`config.mk`:
```
export PLATFORM = sky130hd
export DESIGN_NAME = goomba_spawner_flat
export DESIGN_NICKNAME = d
export VERILOG_FILES = /design/src/rtl/goomba_spawner_if.sv /design/src/rtl/goomba_spawner.sv /design/src/flat_wrapper.sv
export SDC_FILE = /design/constraint.sdc
export NUM_CORES = 1
export LEC_CHECK = 0
export ABC_AREA = 1
export BUFFER_PORTS_ARGS = -buffer_cell sky130_fd_sc_hd__clkbuf_2
export CAP_MARGIN = 40
export CORE_ASPECT_RATIO = 1.4
export CORE_MARGIN = 2
export CORE_UTILIZATION = 50
export CTS_BUF_LIST = sky130_fd_sc_hd__clkbuf_8
export DETAILED_ROUTE_END_ITERATION = 12
export PLACE_DENSITY = 0.75
export REMOVE_ABC_BUFFERS = 1
export SETUP_SLACK_MARGIN = 0.5
export SLEW_MARGIN = 0
export SYNTH_ARGS = -nofsm -noshare
export SYNTH_HDL_FRONTEND = slang
export SYNTH_SLANG_ARGS = --single-unit
```
`constraint.sdc`:
```
create_clock -name Clk -period 1.46 [get_ports Clk]
set_clock_uncertainty 0.2 [all_clocks]
set_input_delay 0.292 -clock Clk [delete_from_list [all_inputs] [get_ports Clk]]
set_output_delay 0.292 -clock Clk [all_outputs]
set_load 0.05 [all_outputs]
```
`src/rtl/goomba_spawner_if.sv`:
```
// Spawn/despawn handshake between the goomba spawner and the enemy block.
interface goomba_spawner_if;
    logic       start;
    logic       kill;
    logic [9:0] spawnX;
    logic [9:0] spawnY;
    logic       isAlive_in;
    logic       kill_Mario;

    modport master (
        output start, kill, spawnX, spawnY,
        input  isAlive_in, kill_Mario
    );

    modport slave (
        input  start, kill, spawnX, spawnY,
        output isAlive_in, kill_Mario
    );
endinterface

```
`src/rtl/goomba_spawner.sv`:
```
// Goomba spawner: walks a fixed 8-entry spawn table as the screen scrolls,
// issues one enemy at a time and tracks level status (done, hit, spawn error).
module goomba_spawner #(
    parameter logic [9:0] SPAWN_X  = 10'd480,
    parameter logic [2:0] ARM_WAIT = 3'd4
) (
    input  logic              Clk,
    input  logic              Reset_n,
    input  logic              frame_clk,
    input  logic              Shift,
    input  logic              restart,
    goomba_spawner_if.master  bus,
    output logic [5:0]        scroll_count,
    output logic [2:0]        entry_idx,
    output logic              spawns_done,
    output logic              mario_hit,
    output logic              spawn_err
);

    typedef enum logic [2:0] {
        IDLE   = 3'd0,
        ISSUE  = 3'd1,
        ARM    = 3'd2,
        ACTIVE = 3'd3,
        DONE   = 3'd4,
        HALT   = 3'd5
    } state_t;

    state_t     r_state;
    state_t     w_next;
    logic [1:0] r_rst_sync;
    logic       w_rst_n;
    logic       r_frame_prev;
    logic       w_frame_rise;
    logic [2:0] r_arm_cnt;
    logic       w_accept;
    logic       w_timeout;
    logic       w_kill_req;
    logic       r_start;
    logic       r_kill;
    logic [9:0] r_spawn_x;
    logic [9:0] r_spawn_y;
    logic [5:0] r_scroll;
    logic [2:0] r_entry;
    logic       r_done;
    logic       r_hit;
    logic       r_err;

    // Spawn table: scroll column at which each entry becomes due.
    function automatic logic [5:0] col_of(input logic [2:0] idx);
        case (idx)
            3'd0:    col_of = 6'd2;
            3'd1:    col_of = 6'd5;
            3'd2:    col_of = 6'd9;
            3'd3:    col_of = 6'd12;
            3'd4:    col_of = 6'd16;
            3'd5:    col_of = 6'd20;
            3'd6:    col_of = 6'd25;
            default: col_of = 6'd30;
        endcase
    endfunction

    // Spawn table: ground height for each entry.
    function automatic logic [9:0] y_of(input logic [2:0] idx);
        case (idx)
            3'd2, 3'd5: y_of = 10'd320;
            default:    y_of = 10'd400;
        endcase
    endfunction

    assign w_rst_n      = r_rst_sync[1];
    assign w_frame_rise = frame_clk & ~r_frame_prev;

    // Reset asserts immediately but releases two Clk edges after Reset_n rises.
    always_ff @(posedge Clk or negedge Reset_n) begin
        if (!Reset_n) r_rst_sync <= 2'b00;
        else          r_rst_sync <= {r_rst_sync[0], 1'b1};
    end

    // State register.
    always_ff @(posedge Clk or negedge w_rst_n) begin
        if (!w_rst_n) r_state <= IDLE;
        else          r_state <= w_next;
    end

    // Next-state logic; restart beats kill_Mario, which beats normal flow.
    always_comb begin
        w_next     = r_state;
        w_accept   = 1'b0;
        w_timeout  = 1'b0;
        w_kill_req = restart | (bus.kill_Mario & (r_state != HALT));
        if (restart) begin
            w_next = IDLE;
        end else if (bus.kill_Mario && r_state != HALT) begin
            w_next = HALT;
        end else begin
            case (r_state)
                IDLE:   if (!bus.isAlive_in && r_scroll >= col_of(r_entry)) w_next = ISSUE;
                ISSUE:  w_next = ARM;
                ARM: begin
                    if (bus.isAlive_in) begin
                        w_next   = ACTIVE;
                        w_accept = 1'b1;
                    end else if (r_arm_cnt == ARM_WAIT - 3'd1) begin
                        w_next    = IDLE;
                        w_timeout = 1'b1;
                    end
                end
                // entry index only reads 0 here once entry 7 has been accepted
                ACTIVE: if (!bus.isAlive_in) w_next = (r_entry == 3'd0) ? DONE : IDLE;
                DONE:   w_next = DONE;
                HALT:   w_next = HALT;
                default: w_next = IDLE;
            endcase
        end
    end

    // Frame-edge detector, scroll counter and ARM wait counter.
    always_ff @(posedge Clk or negedge w_rst_n) begin
        if (!w_rst_n) begin
            r_frame_prev <= 1'b0;
            r_scroll     <= 6'd0;
            r_arm_cnt    <= 3'd0;
        end else begin
            r_frame_prev <= frame_clk;
            if (restart)
                r_scroll <= 6'd0;
            else if (w_frame_rise && Shift && r_state != HALT && r_scroll != 6'd63)
                r_scroll <= r_scroll + 6'd1;
            if (r_state == ISSUE)    r_arm_cnt <= 3'd0;
            else if (r_state == ARM) r_arm_cnt <= r_arm_cnt + 3'd1;
        end
    end

    // Registered outputs, loaded from the next-state decision.
    always_ff @(posedge Clk or negedge w_rst_n) begin
        if (!w_rst_n) begin
            r_start   <= 1'b0;
            r_kill    <= 1'b0;
            r_spawn_x <= 10'd0;
            r_spawn_y <= 10'd0;
            r_entry   <= 3'd0;
            r_done    <= 1'b0;
            r_hit     <= 1'b0;
            r_err     <= 1'b0;
        end else begin
            r_start <= (w_next == ISSUE);
            r_kill  <= w_kill_req;
            if (w_next == ISSUE) begin
                r_spawn_x <= SPAWN_X;
                r_spawn_y <= y_of(r_entry);
            end
            if (restart) begin
                r_entry <= 3'd0;
                r_done  <= 1'b0;
                r_hit   <= 1'b0;
                r_err   <= 1'b0;
            end else begin
                if (w_accept)                             r_entry <= r_entry + 3'd1;
                if (w_next == DONE)                       r_done  <= 1'b1;
                if (bus.kill_Mario && r_state != HALT)    r_hit   <= 1'b1;
                if (w_timeout)                            r_err   <= 1'b1;
            end
        end
    end

    assign bus.start    = r_start;
    assign bus.kill     = r_kill;
    assign bus.spawnX   = r_spawn_x;
    assign bus.spawnY   = r_spawn_y;
    assign scroll_count = r_scroll;
    assign entry_idx    = r_entry;
    assign spawns_done  = r_done;
    assign mario_hit    = r_hit;
    assign spawn_err    = r_err;

endmodule

```
`src/flat_wrapper.sv`:
```
// flat-port wrapper written by rule: the top's interface ports become plain ports
module goomba_spawner_flat 
#(
    parameter logic [9:0] SPAWN_X  = 10'd480,
    parameter logic [2:0] ARM_WAIT = 3'd4
)
  (Clk, Reset_n, frame_clk, Shift, restart, scroll_count, entry_idx, spawns_done, mario_hit, spawn_err, bus_start, bus_kill, bus_spawnX, bus_spawnY, bus_isAlive_in, bus_kill_Mario);
  goomba_spawner_if bus_i ();
  input  logic Clk;
  input  logic Reset_n;
  input  logic frame_clk;
  input  logic Shift;
  input  logic restart;
  output logic [5:0] scroll_count;
  output logic [2:0] entry_idx;
  output logic spawns_done;
  output logic mario_hit;
  output logic spawn_err;
  output wire logic [$bits(bus_i.start)-1:0] bus_start;
  output wire logic [$bits(bus_i.kill)-1:0] bus_kill;
  output wire logic [$bits(bus_i.spawnX)-1:0] bus_spawnX;
  output wire logic [$bits(bus_i.spawnY)-1:0] bus_spawnY;
  input wire logic [$bits(bus_i.isAlive_in)-1:0] bus_isAlive_in;
  input wire logic [$bits(bus_i.kill_Mario)-1:0] bus_kill_Mario;
  assign bus_start = bus_i.start;
  assign bus_kill = bus_i.kill;
  assign bus_spawnX = bus_i.spawnX;
  assign bus_spawnY = bus_i.spawnY;
  assign bus_i.isAlive_in = bus_isAlive_in;
  assign bus_i.kill_Mario = bus_kill_Mario;
  goomba_spawner #(.SPAWN_X(SPAWN_X), .ARM_WAIT(ARM_WAIT)) u_core (.Clk(Clk), .Reset_n(Reset_n), .frame_clk(frame_clk), .Shift(Shift), .restart(restart), .bus(bus_i), .scroll_count(scroll_count), .entry_idx(entry_idx), .spawns_done(spawns_done), .mario_hit(mario_hit), .spawn_err(spawn_err));
endmodule
```
### Word level (Yosys, flattened, before mapping)

Cells that the tools add are included.
W data, S select, Z words.

* register bits: 34
* input port bits: 7
* word-level logic and storage cells: 86
* output and inout bits: 34

* bitwise gates (word level): 4
* order comparisons: 1
* reductions and logical operators: 15
* mux-type cells: 34
* add/sub/neg operators: 3
* equal/unequal tests: 16

Operators with widths (number)
* $pmux W5 S7: 1
* $mux W3: 11
* $mux W6: 5
* $eq A3 B3 Y1 const B: 6
* $pmux W3 S6: 1
* $eq A3 B2 Y1 const B: 5
* $mux W1: 15
* $reduce_bool A2 Y1: 6
* $eq A3 B1 Y1 const B: 3
* $mux W8: 1
* $add A3 B1 Y3 const B: 2
* $add A6 B1 Y6 const B: 1
* $ge A6 B6 Y1: 1
* $logic_not A3 Y1: 2
* $ne A6 B6 Y1 const B: 1
* $logic_and A1 B1 Y1: 5
* $ne A3 B3 Y1 const B: 1
* $and A1 B1 Y1: 2
* $reduce_or A2 Y1: 1
* $logic_not A1 Y1: 1
* $not A1 Y1: 1
* $or A1 B1 Y1: 1

### Depth between registers and ports, before layout

Gate-level depths: netlist of run 1.

* depth in word-level cells: 14
* mapped depth: 19
* depth with buffers taken out: 19

### Least setup slack after synthesis of run 1

Ideal clock, no wire load.

* kind: reg2reg
* from: reg u_core.r_entry[0], in the netlist u_core.entry_idx[0]
* to: reg u_core.r_spawn_y[7], in the netlist u_core.bus.spawnY[7]
* period minus slack after synthesis: 2.967 ns
* setup time: 0.066 ns
* path slack: -1.507 ns
* data arrival time: 2.701 ns
* cell stages (with the launch flop): 19
* cells stage by stage: dfrtp_1 > inv_1 > ha_1 > nor2_1 > nand2_1 > a211oi_1 > nor2_1 > nand2_1 > inv_1 > ha_1 > nand2_1 > nand2_1 > a21oi_1 > nand2_1 > nand2_1 > nand3_2 > nand3_4 > nand2_1 > nand2_1

* cells in the longest elaborated chain, start to end: 12

Ends and longest elaborated chain
* start, declared: RTL line goomba_spawner.sv:44 `logic [2:0] r_entry;`
* start signal, assigned: RTL line goomba_spawner.sv:159 `if (w_accept) r_entry <= r_entry + 3'd1;`
* $eq A3 B3 Y1 (tied with other cells): RTL line goomba_spawner.sv:51 `case (idx)`
* $pmux W5 S7: RTL line goomba_spawner.sv:51
* $mux W6: RTL line goomba_spawner.sv:97 `case (r_state)`
* $mux W6: RTL line goomba_spawner.sv:94 `end else if (bus.kill_Mario && r_state != HALT) begin`
* $mux W6: RTL line goomba_spawner.sv:92 `if (restart) begin`
* $ge A6 B6 Y1: RTL line goomba_spawner.sv:98 `IDLE: if (!bus.isAlive_in && r_scroll >= col_of(r_entry)) w_next = ISSUE;`
* $logic_and A1 B1 Y1: RTL line goomba_spawner.sv:98
* $mux W3: RTL line goomba_spawner.sv:98
* $pmux W3 S6: RTL line goomba_spawner.sv:97
* $mux W3: RTL line goomba_spawner.sv:94
* $mux W3: RTL line goomba_spawner.sv:92
* $eq A3 B1 Y1: RTL line goomba_spawner.sv:149 `if (w_next == ISSUE) begin`
* end signal, assigned: RTL line goomba_spawner.sv:151 `r_spawn_y <= y_of(r_entry);`
* end, declared: RTL line goomba_spawner.sv:42 `logic [9:0] r_spawn_y;`

Several ways; a longest one is shown, not always the timed one. The select of a mux whose other input is x is not followed.
A chain may end at the register's enable or synchronous reset.

### Final worst setup path of run 1

* from: reg u_core.r_entry[0], in the netlist u_core.entry_idx[0]
* to: reg u_core.r_spawn_y[6], in the netlist u_core.bus.spawnY[6]

Same word-level chain as after synthesis.

==> results.json, run 1 <==
{
  "grt_setup_unrepaired": "yes",
  "hpwl_mm": 2.72,
  "gp_congestion": 0.865,
  "num_vias": 1727,
  "grt_max_degree": 25,
  "die_height_um": 72.6,
  "power_frac_seq_pct": 44.2,
  "final_cell_area_um2": 2820,
  "cts_made_buffers": 3,
  "insertion_delay_ns": 0.28,
  "fin_nets": 305,
  "drt_iter0_markers": 62,
  "status": "finished with violations",
  "yosysTopAreaCellShare_pct": 38.7,
  "synth_xor_area_share_pct": 0,
  "grt_pass1_vias": 1768,
  "cts_hold_buf": 1,
  "port_buffers": 28,
  "antenna_found_initial": 0,
  "swShare_pct": 34.2,
  "cts-root-buf": "clkbuf_8",
  "syn_to_final_growth_pct": 68.2,
  "ys_top_cells_by_count": "37 x nand2_1, 30 x inv_1, 26 x dfrtp_1",
  "post-route-util_pct": 89.6,
  "synthMuxAreaShare_pct": 0,
  "power.share.clock_pct": 26.6,
  "drtAntennaViolNets": 0,
  "cp_max_fo": 5,
  "total_power_w": 0.00180,
  "syn-cell-area_um2": 1680,
  "final-max-slew-violation-count": 0,
  "synth_most_common_cell": "nand2_1",
  "viasPerCell": 5.35,
  "violations": "negative hold slack, negative setup slack",
  "drive_gt1_share_pct": 53.2,
  "start_util_pct": 53.3,
  "synthArstFlopShare_pct": 100,
  "setup_viol": 30,
  "postPlaceCellArea_um2": 2020,
  "synth_area_leaders": "dfrtp_1 39%, ha_1 9.7%, nand2_1 8.3%",
  "row_count": 24,
  "reg2reg_slack_ns": -1.29,
  "finalCritPeriodShare_pct": 189,
  "cts_max_level": 1,
  "p_int_w": 0.00119,
  "hold_viol": 1,
  "nFillCells": 130,
  "fp.coreArea_um2": 3150,
  "yosysTopAreaCell": "dfrtp_1",
  "fp.dieArea_um2": 3840,
  "clkTransAtPathRegs_ns": 0.09,
  "max_freq_mhz": 363,
  "setup_slack_ns": -1.29,
  "gr-total-overflow": 0,
  "gr-usage-all-layers_pct": 29.6,
  "cts_tree": "yes",
  "drc": 0,
  "synthDistinctLibCells": 25,
  "grt_pass1_wl_mm": 8.16,
  "num_io_pins": 41,
  "cts_buffer_depth": 2,
  "cp.required_ns": 1.43,
  "start_kind": "flop",
  "postSynthAreaPerCell_um2": 8.23,
  "cap_violations": 0,
  "synth_top_family_by_area": "simple AND/OR/NAND/NOR gates",
  "synth-seq-area-share_pct": 38.7,
  "synth-simple-area-share_pct": 28.3,
  "power_switching_w": 0.000617,
  "yosys_warnings": 0,
  "hp-class": "primary input to flop",
  "wl_mm": 5.89,
  "synth_fa_ha_area_share_pct": 9.69,
  "synth_edf_count": 0,
  "synth_compound_area_share_pct": 6.56,
  "min_period_ns": 2.75,
  "fin_hold_ws_ns": -0.0370,
  "postSynthCellCount": 204,
  "ir_drop_mv": 0.468,
  "antenna_cells": 0,
  "finalSetupTns_ns": -9.66,
  "drt_pass1_iterations": 4,
  "crit_type": "flop to flop",
  "synthFlopType": "dfrtp_1",
  "combPwrFrac_pct": 29.2,
  "p_leak_nw": 1.42,
  "power_density_nw_per_um2": 639,
  "arrival_ns": 2.73,
  "cts.sinks": 26,
  "post_drt_wl_per_cell_um": 18.2,
  "endpoint_kind": "flop",
  "die_w_um": 53.0,
  "ys_ff_latch": 26
}
[metal layers]
layer	track usage, %	part of all wire (%)	routed length, um
met5	0	0	0
met4	16.5	6.2	367
met3	3.50	2.6	152
met2	55.8	54	3200
met1	30.1	37	2160
[logic make-up (layout without fill, tap and decap cells)]
family	count (synthesis)	count (layout)
fa+ha+maj	13	13
flops	26	26
compound gates	21	21
buf+inv	53	122
simple gates	89	89
other cells	2	13
[path summary, 6_finish.rpt]
check | start | to | depth (start not counted)
setup / recovery | u_core.entry_idx[0] | u_core.bus.spawnY[6] | 19
hold / removal | frame_clk | u_core.r_frame_prev | 1
setup reg to reg | u_core.entry_idx[0] | u_core.bus.spawnY[6] | 19
hold reg to reg | u_core.r_rst_sync[1] | u_core.entry_idx[2] | 1
max in group asynchronous | u_core.r_rst_sync[1] | u_core.r_state[2] | 1
min in group asynchronous | u_core.r_rst_sync[1] | u_core.entry_idx[2] | 1
[registers in the layout (all words and copies together), names as in the netlist]
name,flops
u_core.r_rst_sync,2
u_core.r_frame_prev,1
u_core.spawn_err,1
u_core.mario_hit,1
u_core.bus.kill,1
u_core.bus.spawnY,3
u_core.bus.start,1
u_core.spawns_done,1
u_core.r_state,3
u_core.r_arm_cnt,3
u_core.scroll_count,6
u_core.entry_idx,3
[timing repair]
| item | in CTS | in global routing |
|---|---|---|
| gates resized for setup | 113 | 28 |
| setup endpoints to repair | 45 | 45 |
| buffers inserted | 9 | 11 |
| pin swaps | 15 | 16 |
| endpoints found under the hold margin | 3 | 1 |
| cloned | 0 | 0 |
[area by class of cell]
type                            count  area [um2]  share of cell area, %
Inverter                           35         141                   5.01
Tap cell                           39        48.8                   1.73
Multi-Input combinational cell    136        1020                   36.2
Timing Repair Buffer               83         897                   31.8
Clock buffer                        4        55.1                   1.95
Sequential cell                    26         658                   23.3
[cell usage in the layout, fill, tap and decap left out, types with 3 or more instances in the layout]
cell / n
a21oi_1: 7
buf_4: 38
buf_6: 16
buf_8: 9
clkbuf_16: 8
clkbuf_2: 6
clkbuf_8: 7
conb_1: 13
dfrtp_1: 20
dfrtp_2: 6
ha_1: 4
ha_2: 3
ha_4: 6
inv_1: 24
inv_2: 7
inv_4: 4
nand2_1: 31
nand2_2: 6
nand3_1: 5
nand3_2: 7
nand3_4: 5
nand4_1: 6
nor2_1: 11
nor2_2: 3
nor2_4: 5
o21ai_1: 7
o21ai_2: 3
[critical path: stages, from the launching register on]
cell and delay, ns:
dfrtp_2 0.47, ha_4 0.17, inv_4 0.04, nor2_2 0.13, inv_2 0.06, buf_4 0.13, buf_4 0.12, buf_4 0.13
nand2_1 0.06, inv_1 0.06, ha_4 0.27, nand2_1 0.06, nor2_1 0.12, nand2_1 0.07, nand2_1 0.10, nand2_2 0.09
nand3_4 0.14, nand3_4 0.10, nand2_2 0.07, nand2_1 0.05
[power groups by stage]
stage          Combinational [W]  Clock, W  Sequential, W
6_report                0.000528  0.000479       0.000798
5_1_grt                 0.000553  0.000518       0.000801
4_1_cts                 0.000467  0.000485       0.000788
3_5_place_dp            0.000370         0       0.000794
3_3_place_gp            0.000365         0       0.000793
2_1_floorplan           0.000166         0       0.000899
[per-stage QoR]
step / setup slack, ns / cells
after floorplan: -1.52 / 197
after global placement: -1.08 / 298
after detailed placement: -1.15 / 298
after CTS: -1.02 / 312
after global routing: -1.39 / 323
final: -1.29 / 323
(Power assumes the default switching activity.)
==> run 2: changes to the inputs <==
Settings changed: CORE_UTILIZATION 50 to 56, PLACE_DENSITY 0.75 to 0.83.
==> run 2 against run 1 <==
  * First-iteration DRC count grew to 3.1 times the previous value
  * Clock power decreased by 0.8%
  * Maximum frequency fell by 11%
  * Combinational power is 9.7% higher
  * Largest cell class unchanged
  * Utilization increased by 7.4 points
  * Wire length rose by 44%
  * Sequential share of layout area is 0.57 points higher
  * Final cell count decreased by 1.9%
  * Setup slack lost 0.33 ns
  * Via count is 19% higher
  * The flow finishes with violations (negative setup slack)
  * Critical path depth down 2
==> results.json, run 2 (synthesized netlist as in run 1, its figures left out) <==
{
  "stdcell_count": 317,
  "multiInputGateArea_um2": 1010,
  "final_cell_area_um2": 2760,
  "grt_setup_unrepaired": "yes",
  "cap_violations": 0,
  "post_drt_wl_per_cell_um": 26.7,
  "cp_max_fo": 5,
  "nFillCells": 49,
  "drt_iter0_markers": 193,
  "arrival_ns": 3.05,
  "gr-total-overflow": 0,
  "final_common_cell": "buf_4",
  "fp.dieArea_um2": 3460,
  "cts.sinks": 26,
  "fin_nets": 301,
  "syn_to_final_growth_pct": 64.5,
  "critPathLaunch": "u_core.entry_idx[0]",
  "start_util_pct": 58.9,
  "dpl_worst_slack_ns": -1.11,
  "hp-class": "primary input to flop",
  "drc": 0,
  "die_w_um": 50.3,
  "violations": "negative setup slack",
  "die_height_um": 68.8,
  "insertion_delay_ns": 0.28,
  "largest_reg_flops": 6,
  "grt_max_degree": 25,
  "fp.coreArea_um2": 2850,
  "cp.required_ns": 1.43,
  "reg2reg_from": "u_core.entry_idx[0]",
  "postPlaceCellArea_um2": 2040,
  "clkTransAtPathRegs_ns": 0.09,
  "r2r_cells": 17,
  "ir_drop_mv": 0.730,
  "min_period_ns": 3.08,
  "final_cell_mix": "36 x buf_4, 31 x nand2_1, 23 x inv_1, 19 x dfrtp_1, 16 x buf_6",
  "cts_made_buffers": 3,
  "reg2reg_slack_ns": -1.62,
  "port_buffers": 28,
  "cts_tree": "yes",
  "cts_max_level": 1,
  "cts_hold_buf": 1,
  "setup_slack_ns": -1.62,
  "drt_pass1_iterations": 5,
  "finalSetupTns_ns": -13.72,
  "grt_pass1_wl_mm": 8.57,
  "antenna_cells": 0,
  "setup_viol": 33,
  "hold_depth": 1,
  "grt_pass1_vias": 1688,
  "status": "finished with violations",
  "drtAntennaViolNets": 0,
  "viasPerCell": 6.47,
  "gr-usage-all-layers_pct": 34.5,
  "endpoint_kind": "flop",
  "max_freq_mhz": 325,
  "wl_mm": 8.46,
  "finalCritPeriodShare_pct": 211,
  "p_leak_nw": 1.35,
  "num_vias": 2050,
  "num_io_pins": 41,
  "gp_congestion": 0.883,
  "cts_buffer_depth": 2,
  "antenna_found_initial": 0,
  "final-max-slew-violation-count": 0,
  "start_kind": "flop",
  "row_count": 23,
  "placedCellCount": 299,
  "drive_gt1_share_pct": 53.2,
  "crit_type": "flop to flop",
  "power_density_nw_per_um2": 671,
  "cts-root-buf": "clkbuf_8",
  "regArea_um2": 659,
  "hpwl_mm": 2.74,
  "hp-start": "frame_clk",
  "hold_viol": 0
}
run 2: metrics by stage:
| step | total power (W) | utilization (%) | hold WS (ns) |
|---|---|---|---|
| floorplan | 0.00107 | - | -0.204 |
| global placement | 0.00117 | 71.7 | -0.121 |
| detailed placement | 0.00118 | 71.7 | -0.113 |
| CTS | 0.00173 | 91.3 | -0.0386 |
| global route | 0.00189 | 96.9 | 0.0258 |
| finish | 0.00185 | 96.9 | 0.0101 |
run 2: what timing repair did:
item,4_1_cts,5_1_grt
endpoints found under the hold margin,3,1
pin swaps,9,5
endpoints found under the setup margin,45,45
resized for setup,101,35
setup buffers,7,6
run 2: final timing paths:
check	end
max in group asynchronous	u_core.scroll_count[1]
setup / recovery	u_core.bus.spawnY[7]
setup reg to reg	u_core.bus.spawnY[7]
hold / removal	u_core.r_frame_prev
hold reg to reg	u_core.bus.spawnY[6]
min in group asynchronous	u_core.bus.spawnY[6]
run 2: worst max-delay path: stages (launching register included):
cell      delay (ns)
dfrtp_2         0.45
inv_2           0.08
ha_1            0.22
inv_2           0.08
nor2_2          0.06
a211oi_2        0.28
buf_4           0.19
nor2_2          0.05
ha_4            0.30
nand2_1         0.11
nor2_1          0.17
nand2_1         0.17
nand2_1         0.15
nand2_2         0.08
nand3_4         0.12
nand3_4         0.11
nand2_1         0.08
nand2_1         0.07
run 2: power by group:
| part | internal [W] | total (W) | switching [W] |
|---|---|---|---|
| Clock | 0.000242 | 0.000475 | 0.000233 |
| Sequential | 0.000755 | 0.000798 | 0.0000430 |
| Combinational | 0.000197 | 0.000579 | 0.000382 |
| Total | 0.00119 | 0.00185 | 0.000658 |
run 2: layout make-up:
cell class	count	share of cell area (%)
multi-input cells	136	36.7
repair buffers	79	30.9
flip-flops and latches	26	23.9
inverters	35	4.94
clock buffers	4	1.99
well taps	37	1.68
run 2: routing by layer:
layer / vias to the layer above / share of wire [%] / wire, um / global-route usage, %
met2: 228 / 47 / 3980 / 59.0
li1: 775 / - / - / -
met5: - / 0 / 0 / 0
met3: 106 / 11 / 913 / 5.82
met4: 0 / 11 / 966 / 26.0
met1: 941 / 31 / 2600 / 38.6
==> run 3: changes to the inputs <==
Settings changed: CORE_UTILIZATION 56 to 55, GPL_TIMING_DRIVEN from default to 0, PLACE_DENSITY 0.83 to 0.82.
Clock period 1.46 ns to 3 ns, I/O delays scaled along.
==> run 3 against run 2 <==
  * The run now ends clean
  * Combinational power fell by 68%
  * Critical path depth rose by 1
  * Utilization fell by 23 points
  * Via count fell by 28%
  * Global-route usage fell by 11 points
  * Count of clock-buffer cells in the layout fell by 1
  * Sequential power fell by 52%
  * Setup slack improved by 2.0 ns
==> results.json, run 3 (synthesized netlist as in run 1, its figures left out) <==
{
  "setup_slack_ns": 0.330,
  "final_cell_mix": "32 x nand2_1, 28 x clkbuf_2, 25 x inv_1, 24 x dfrtp_1, 13 x conb_1",
  "finalCritPeriodShare_pct": 89.0,
  "cts_max_level": 1,
  "min_period_ns": 2.67,
  "row_count": 23,
  "cts.sinks": 26,
  "num_io_pins": 41,
  "start_util_pct": 58.3,
  "cts_buffer_depth": 2,
  "wl_mm": 3.97,
  "start_kind": "flop",
  "cp_max_fo": 5,
  "gp_congestion": 0.887,
  "cts-root-buf": "clkbuf_8",
  "viasPerCell": 5.26,
  "postPlaceCellArea_um2": 1790,
  "port_buffers": 28,
  "gr-total-overflow": 0,
  "grt_setup_unrepaired": "yes",
  "hpwl_mm": 2.43,
  "max_freq_mhz": 375,
  "status": "finished clean",
  "final_common_cell": "nand2_1",
  "finalSetupTns_ns": 0,
  "cts_tree": "yes",
  "fin_nets": 264,
  "clkTransAtPathRegs_ns": 0.10,
  "fp.dieArea_um2": 3520,
  "endpoint_kind": "flop",
  "largest_reg_flops": 6,
  "grt_pass1_vias": 1473,
  "final_cell_area_um2": 2140,
  "drt_pass1_iterations": 4,
  "setup_viol": 0,
  "grt_pass1_wl_mm": 6.53,
  "drtAntennaViolNets": 0,
  "p_leak_nw": 1.09,
  "syn_to_final_growth_pct": 27.3,
  "hp-class": "flop to asynchronous set/reset pin",
  "post_drt_wl_per_cell_um": 14.2,
  "total_power_w": 0.000861,
  "hold_viol": 0,
  "num_vias": 1474,
  "antenna_cells": 0,
  "cts_made_buffers": 3,
  "die_w_um": 50.7,
  "gr-usage-all-layers_pct": 24.0,
  "drive_gt1_share_pct": 37.4,
  "antenna_found_initial": 0,
  "insertion_delay_ns": 0.27,
  "reg2reg_slack_ns": 0.33,
  "fp.coreArea_um2": 2880,
  "drt_iter0_markers": 28,
  "arrival_ns": 2.64,
  "drc": 0,
  "cp.required_ns": 2.97,
  "grt_max_degree": 21,
  "power_density_nw_per_um2": 403,
  "dpl_worst_slack_ns": 0.119,
  "stdcell_count": 280,
  "cap_violations": 0,
  "placedCellCount": 263,
  "crit_type": "flop to flop",
  "final-max-slew-violation-count": 0,
  "die_height_um": 69.4,
  "ir_drop_mv": 0.300
}
[run 3: cell count changes in the layout (fill, tap and decap cells not counted), moves of 3 or more]
cell | previous run | this run
buf_4 | 36 | 10
clkbuf_2 | 6 | 28
buf_6 | 16 | 0
clkbuf_8 | 11 | 3
clkbuf_16 | 7 | 0
buf_8 | 6 | 0
dfrtp_1 | 19 | 24
dfrtp_2 | 7 | 2
nand3_1 | 6 | 10
a21oi_1 | 5 | 8
a21oi_2 | 4 | 1
ha_2 | 3 | 0
inv_2 | 10 | 7
nand3_4 | 6 | 3
[run 3: per-layer routing]
metal / wire length, um / global-route usage (%) / up-vias / part of all wire (%)
li1: - / - / 700 / -
met1: 1480 / 27.7 / 697 / 37
met2: 2140 / 40.5 / 60 / 54
met3: 169 / 3.02 / 17 / 4.3
met4: 180 / 15.6 / 0 / 4.5
met5: 0 / 0 / - / 0
[run 3: worst max-delay path, stage by stage, from the launching register on]
cell	delay [ns]
dfrtp_2	0.49
ha_4	0.20
inv_4	0.07
nor2_4	0.04
inv_2	0.07
nand2_2	0.05
a211oi_2	0.21
buf_4	0.19
nor3_2	0.04
ha_1	0.26
nand2_1	0.07
nor2_1	0.11
nand2_1	0.07
nand2_1	0.08
nand2_2	0.07
nand3_4	0.11
nand3_4	0.10
nand2_2	0.07
nand2_1	0.05
[run 3: cell type report]
cell class,instances,area (um2)
Clock buffer,3,41.3
Tap cell,37,46.3
Inverter,35,139
Timing Repair Buffer,42,283
Sequential cell,26,653
Multi-Input combinational cell,136,946
Fill cell,209,739
Clock inverter,1,30.0
[run 3: through the flow]
step           hold WS, ns  util [%]
3_5_place_dp       -0.0837      62.3
2_1_floorplan        0.104         -
5_1_grt              0.111      74.3
4_1_cts             0.0770      71.9
6_report            0.0956      74.3
3_3_place_gp         0.136      61.3
[run 3: final timing paths]
check / depth (start not counted) / start / end
setup / recovery: 18 / u_core.entry_idx[0] / u_core.bus.spawnY[6]
setup reg to reg: 18 / u_core.entry_idx[0] / u_core.bus.spawnY[6]
min in group Clk: 0 / u_core.r_rst_sync[0] / u_core.r_rst_sync[1]
hold reg to reg: 1 / u_core.r_rst_sync[1] / u_core.bus.spawnY[7]
hold / removal: 1 / u_core.r_rst_sync[1] / u_core.bus.spawnY[7]
max in group asynchronous: 1 / u_core.r_rst_sync[1] / u_core.entry_idx[0]
[run 3: what timing repair did]
| action | in CTS | in global routing |
|---|---|---|
| hold buffers | 2 | 0 |
| endpoints found under the hold margin | 6 | 0 |
| gates resized for setup | 31 | 9 |
| setup buffers | 8 | 3 |
| pin swaps | 11 | 9 |
| setup endpoints to repair | 6 | 6 |
[run 3: where the power goes]
part	leakage, nW	switching (W)	total [W]	internal (W)
clock network	0.0357	0.000115	0.000294	0.000179
logic	0.716	0.000142	0.000185	0.0000436
registers	0.335	0.0000156	0.000382	0.000367
total	1.09	0.000272	0.000861	0.000589
